`config.mk`:
```
export PLATFORM = sky130hd
export DESIGN_NAME = demux1x64_capture
export DESIGN_NICKNAME = d
export VERILOG_FILES = /design/src/rtl/demux1x64_capture.sv
export SDC_FILE = /design/constraint.sdc
export NUM_CORES = 1
export LEC_CHECK = 0
export CAP_MARGIN = 20
export CORE_ASPECT_RATIO = 1.5
export CORE_MARGIN = 2
export CORE_UTILIZATION = 52
export CTS_BUF_LIST = sky130_fd_sc_hd__clkbuf_2 sky130_fd_sc_hd__clkbuf_4 sky130_fd_sc_hd__clkbuf_8
export DETAILED_ROUTE_END_ITERATION = 12
export PLACE_DENSITY_LB_ADDON = 0.15
export SLEW_MARGIN = 20
export SYNTH_ARGS = -nofsm -noshare
export SYNTH_HDL_FRONTEND = slang
export SYNTH_SLANG_ARGS = --single-unit
```
`constraint.sdc`:
```
create_clock -name clk -period 1.9 [get_ports clk]
set_input_delay 0.38 -clock clk [delete_from_list [all_inputs] [get_ports clk]]
set_output_delay 0.38 -clock clk [all_outputs]
set_load 0.02 [all_outputs]
```
`src/rtl/demux1x64_capture.sv`:
```
// Registered 1:64 demultiplexer feeding a 64-bit capture bank, with auto-scan frame handoff.
// Optional DEMUX_PARITY_EN adds a frame_parity output registered on entry to FULL.

module demux1x64_group #(
  parameter logic CLR_VAL = 1'b0
) (
  input  logic       clk,
  input  logic       rst,
  input  logic       clr,
  input  logic       we,
  input  logic [2:0] bidx,
  input  logic       din,
  output logic [7:0] q
);
  always_ff @(posedge clk) begin
    if (rst || clr)  q       <= {8{CLR_VAL}};
    else if (we)     q[bidx] <= din;
  end
endmodule

module demux1x64_capture #(
  parameter int   N_OUT   = 64,
  parameter int   SEL_W   = 6,
  parameter logic CLR_VAL = 1'b0
) (
  input  logic             clk,
  input  logic             rst,
  input  logic             clr,
  input  logic             auto,
  input  logic             in_valid,
  output logic             in_ready,
  input  logic             in_bit,
  input  logic [SEL_W-1:0] sel,
  output logic [N_OUT-1:0] out,
  output logic             frame_valid,
  input  logic             frame_ack
`ifdef DEMUX_PARITY_EN
  , output logic           frame_parity
`endif
);
  typedef enum logic [1:0] {FILL, DRAIN, FULL} state_t;

  typedef struct packed {
    logic       din;
    logic [7:0] grp;
    logic [2:0] bidx;
  } s1_t;

  state_t           state, state_nxt;
  logic [SEL_W-1:0] ptr, idx;
  logic             acc, s1_vld;
  s1_t              s1;
  logic [7:0][7:0]  bank;

  // clr squashes a same-cycle acceptance so nothing lands after the clear
  assign acc = in_valid & in_ready & ~clr;
  assign idx = auto ? ptr : sel;
  assign out = bank;

  always_ff @(posedge clk) begin
    if (rst || clr) begin
      state  <= FILL;
      ptr    <= '0;
      s1_vld <= 1'b0;
      s1     <= '0;
    end else begin
      state  <= state_nxt;
      s1_vld <= acc;
      if (acc) s1 <= '{din: in_bit, grp: 8'b1 << idx[5:3], bidx: idx[2:0]};
      if (acc && auto) ptr <= ptr + 6'd1;
    end
  end

  always_comb begin
    state_nxt   = state;
    in_ready    = (state == FILL) & ~rst;
    frame_valid = (state == FULL);
    case (state)
      FILL:    if (acc && auto && ptr == 6'd63) state_nxt = DRAIN;
      DRAIN:   state_nxt = FULL;
      FULL:    if (frame_ack) state_nxt = FILL;
      default: state_nxt = FILL;
    endcase
  end

  for (genvar g = 0; g < 8; g++) begin : g_grp
    demux1x64_group #(.CLR_VAL(CLR_VAL)) u_grp (
      .clk (clk),
      .rst (rst),
      .clr (clr),
      .we  (s1_vld & s1.grp[g]),
      .bidx(s1.bidx),
      .din (s1.din),
      .q   (bank[g])
    );
  end

`ifdef DEMUX_PARITY_EN
  // In DRAIN the pending stage-1 write is always bit 63, so fold it in directly
  always_ff @(posedge clk) begin
    if (rst || clr)          frame_parity <= 1'b0;
    else if (state == DRAIN) frame_parity <= ^{bank[7][6:0], bank[6:0], s1.din};
  end
`endif
endmodule

```
==> reports/results.txt, run 1 <==
Grt total ovfl: 0
Seq pwr share: 55.1%
Critical Path Start Type: flip-flop
Sw Share: 22.78%
NetSw: 745.9 uW
Share of layout cells above drive strength 1: 8.893%
Place WS: -0.06403 ns
Die Y-Extent: 105.8 um
Vias: 3527
# IOs: 79
Layout Nets: 515
Pwr Density: 702.9 mW/mm2
Max VDD drop: 0.5320 mV
Aggregate routed wire length: 9.921 mm
Initial antenna violation count: 0
Final setup viols: 0
Setup ws final: 0.1702 ns
Core Region: 0.006759 mm2
Mapped Nets: 449
Timing startpoint of the critical path: s1[2]$_SDFFE_PP0P_
Wirelength per Cell: 16.99 um
Top cell type's share of synthesized area: 47.34%
FF+latch area: 0.001703 mm2
Initial core utilization: 53.18%
Crit Path Max Fanout: 17
GP Congestion: 0.8404
Synth area leaders: dfxtp_1, a21oi_1, nand3_1
Crit path max-delay family: flip-flops
Fmax: 578.1 MHz
Hpwl dp: 6.738 mm
Final setup TNS: 0 ns
Share of the yosys chip area belonging to registers: 47.34%
Crit path DAT: 1.96 ns
# fillers: 592
Crit end category: flip-flop
Reg2Reg Depth: 3
#FFs+latches synth: 85
CTS tree: built
H-Tree Depth: 3
First-pass GRT wire length: 15.67 mm
Area leader, netlist: dfxtp_1
R2r startpoint: s1[2]$_SDFFE_PP0P_
CTS max path bufs: 2
Final worst-path cycle share: 91.04%
Pleak: 1.492 nW
Slowest CP cell: dfxtp_1
Min-delay src: s1[6]$_SDFFE_PP0P_
Pre-antenna DRT Iters: 5
Die X-Extent: 71.89 um
Fin Clk Skew: 0.008629 ns
Fin. max-slew vios: 0
Clk slew on worst S/H paths: 0.08 ns
Vias/cell: 6.039
Critical path type: flip-flop to flip-flop
MaxCap Viol Count: 0
Worst hold stages: 2
Syn Area/Cell: 8.264 um2
Cells after synthesis: 435
Worst Tran Pin Value: 0.6017 ns
Final hold vios: 0
Area Growth Syn to Fin: 29.55%
Clock power frac: 39.3%
Status: finished, final reports clean
Remaining antenna violation count after routing: 0
Combinational share of power: 5.6%
Crit-path cells: or3b_1, o21ai_0, a21oi_1
Inserted Clock Buffers: 9
Buffers on Ports: 78
Die area: 0.007608 mm2
Syn. warnings: 0
Cell Rows: 37
Cell area after synthesis: 0.003595 mm2
Post-synthesis cell type count: 40
Worst endpoint required time: 2.13 ns
Int Power: 2.528 mW
Worst path max stage delay: 0.65 ns
Tot GR Track Use: 26.65%
Multi-input gate area: 0.001712 mm2
Hold Path Class: flip-flop to flip-flop
Final core occ: 68.90%
Fin crit period: 1.730 ns
RSZ-0062 raised after global routing: no
CP Depth: 3
Total power: 3.274 mW
Initial DRC Count: 331
CTS root buffer: clkbuf_8
Remaining DRCs: 0
Antenna diode count: 0
Clock tree sinks: 85
Worst path bufs/invs: 0
Worst rel slew slack: 59.89%
Worst-Skew Late Latency: 0.36 ns
Largest net degree at the start of global routing: 80
CTS Hold Bufs: 0
Vias in the first global route: 3189
[cell families (layout without fill, tap and decap cells)]
| group | after synthesis | count (layout) | share of synthesized area, % |
|---|---|---|---|
| adders and majority gates | 1 | 1 | 0.3480 |
| and+or+nand+nor | 141 | 141 | 22.17 |
| DFF | 85 | 85 | 47.34 |
| buffers and inverters | 45 | 116 | 5.047 |
| xor gates and xnor gates | 1 | 1 | 0.2437 |
| AOI/OAI and AO/OA | 156 | 156 | 23.15 |
| muxes | 6 | 6 | 1.706 |
[layout make-up]
class,count,share of cell area [%]
clock inverter,4,1.021
multi-input combinational,305,36.75
sequential,85,36.57
timing repair buffer,97,20.04
inverter,3,0.2418
clock buffer,12,3.278
tap,78,2.096
[metal layers]
metal	vias to the layer above	GRT usage, %	share of wire (%)
met5	-	0	0
met4	0	14.82	3.6
met3	30	5.067	6.1
met2	157	45.63	53
met1	1648	30.43	38
li1	1692	-	-
[registers in the layout, summed over array words and instances, names as in the netlist]
signal,count
s1_vld,1
ptr,6
g_grp.u_grp.q,64
state,2
s1,12
[Yosys cell counts (all sizes together)]
cell type,number
a211oi,3
ha,1
clkbuf,33
buf,9
a311o,1
o31ai,1
and3b,6
nand2,20
a21oi,74
inv,3
nand3,66
nor3b,7
nor2,10
or2,1
or3b,4
a41o,1
nand3b,3
a311oi,2
and2,9
o21ai,65
o211ai,8
or3,3
nor2b,1
and4bb,2
mux2i,5
nand2b,1
mux2,1
or4,1
nor3,3
and3,3
a31o,1
dfxtp,85
xnor2,1
nor4,1
[stage by stage]
stage | hold WS [ns] | instances | cell area (um2)
after floorplan | 0.4457 | 435 | 3595
after global placement | 0.4620 | 568 | 4458
after detailed placement | 0.4658 | 568 | 4458
after CTS | 0.4751 | 584 | 4657
after global routing | 0.4980 | 584 | 4657
final | 0.4774 | 584 | 4657
[placed cells by master, fill, tap and decap left out, types with 2 or more instances in the layout]
cell type         n
a211oi_1          3
a21oi_1          74
a311oi_1          2
and2_0            8
and3_1            3
and3b_1           6
and4bb_2          2
buf_4            18
clkbuf_4          2
clkbuf_8         10
clkdlybuf4s50_1  76
clkinv_2          2
dfxtp_1          84
dlygate4sd2_1     2
inv_1             3
mux2i_1           5
nand2_1          20
nand3_1          66
nand3b_1          3
nor2_1           10
nor3_1            2
nor3b_1           3
nor3b_2           4
o211ai_1          8
o21ai_0          60
o21ai_1           5
or3_1             3
or3b_1            4
[worst paths after layout]
kind,end,slack [ns]
setup / recovery,g_grp[7].u_grp.q[4]$_SDFFE_PP0P_,0.17
hold / removal,s1[6]$_SDFFE_PP0P_,0.48
setup reg to reg,g_grp[7].u_grp.q[4]$_SDFFE_PP0P_,0.17
hold reg to reg,s1[6]$_SDFFE_PP0P_,0.48
[tightest hold or removal path: stages (launching register included)]
cell     delay, ns
dfxtp_1       0.32
nand2_1       0.06
a21oi_1       0.05
[power groups by stage]
stage | Sequential [mW] | Clock, mW | Combinational (mW)
after detailed placement | 1.84 | 0 | 0.180
final | 1.80 | 1.29 | 0.185
after global placement | 1.84 | 0 | 0.177
after CTS | 1.80 | 1.30 | 0.181
after floorplan | 1.83 | 0 | 0.109
after global routing | 1.80 | 1.38 | 0.197
[timing repair]
action                     CTS  global route
setup endpoints to repair    2             0
buffers inserted             0             0
resized for setup            3             0
No activity file was read; power rests on OpenSTA's default activity.
==> run 2: changes to the inputs <==
--- a/config.mk
+++ b/config.mk
@@ -11,6 +11,7 @@
 export CORE_UTILIZATION = 52
 export CTS_BUF_LIST = sky130_fd_sc_hd__clkbuf_2 sky130_fd_sc_hd__clkbuf_4 sky130_fd_sc_hd__clkbuf_8
 export DETAILED_ROUTE_END_ITERATION = 12
+export HOLD_SLACK_MARGIN = 0.06
 export PLACE_DENSITY_LB_ADDON = 0.15
 export SLEW_MARGIN = 20
 export SYNTH_ARGS = -nofsm -noshare
==> results of run 2 <==
No change in the layout: final DEF, timing and power equal those of run 1.
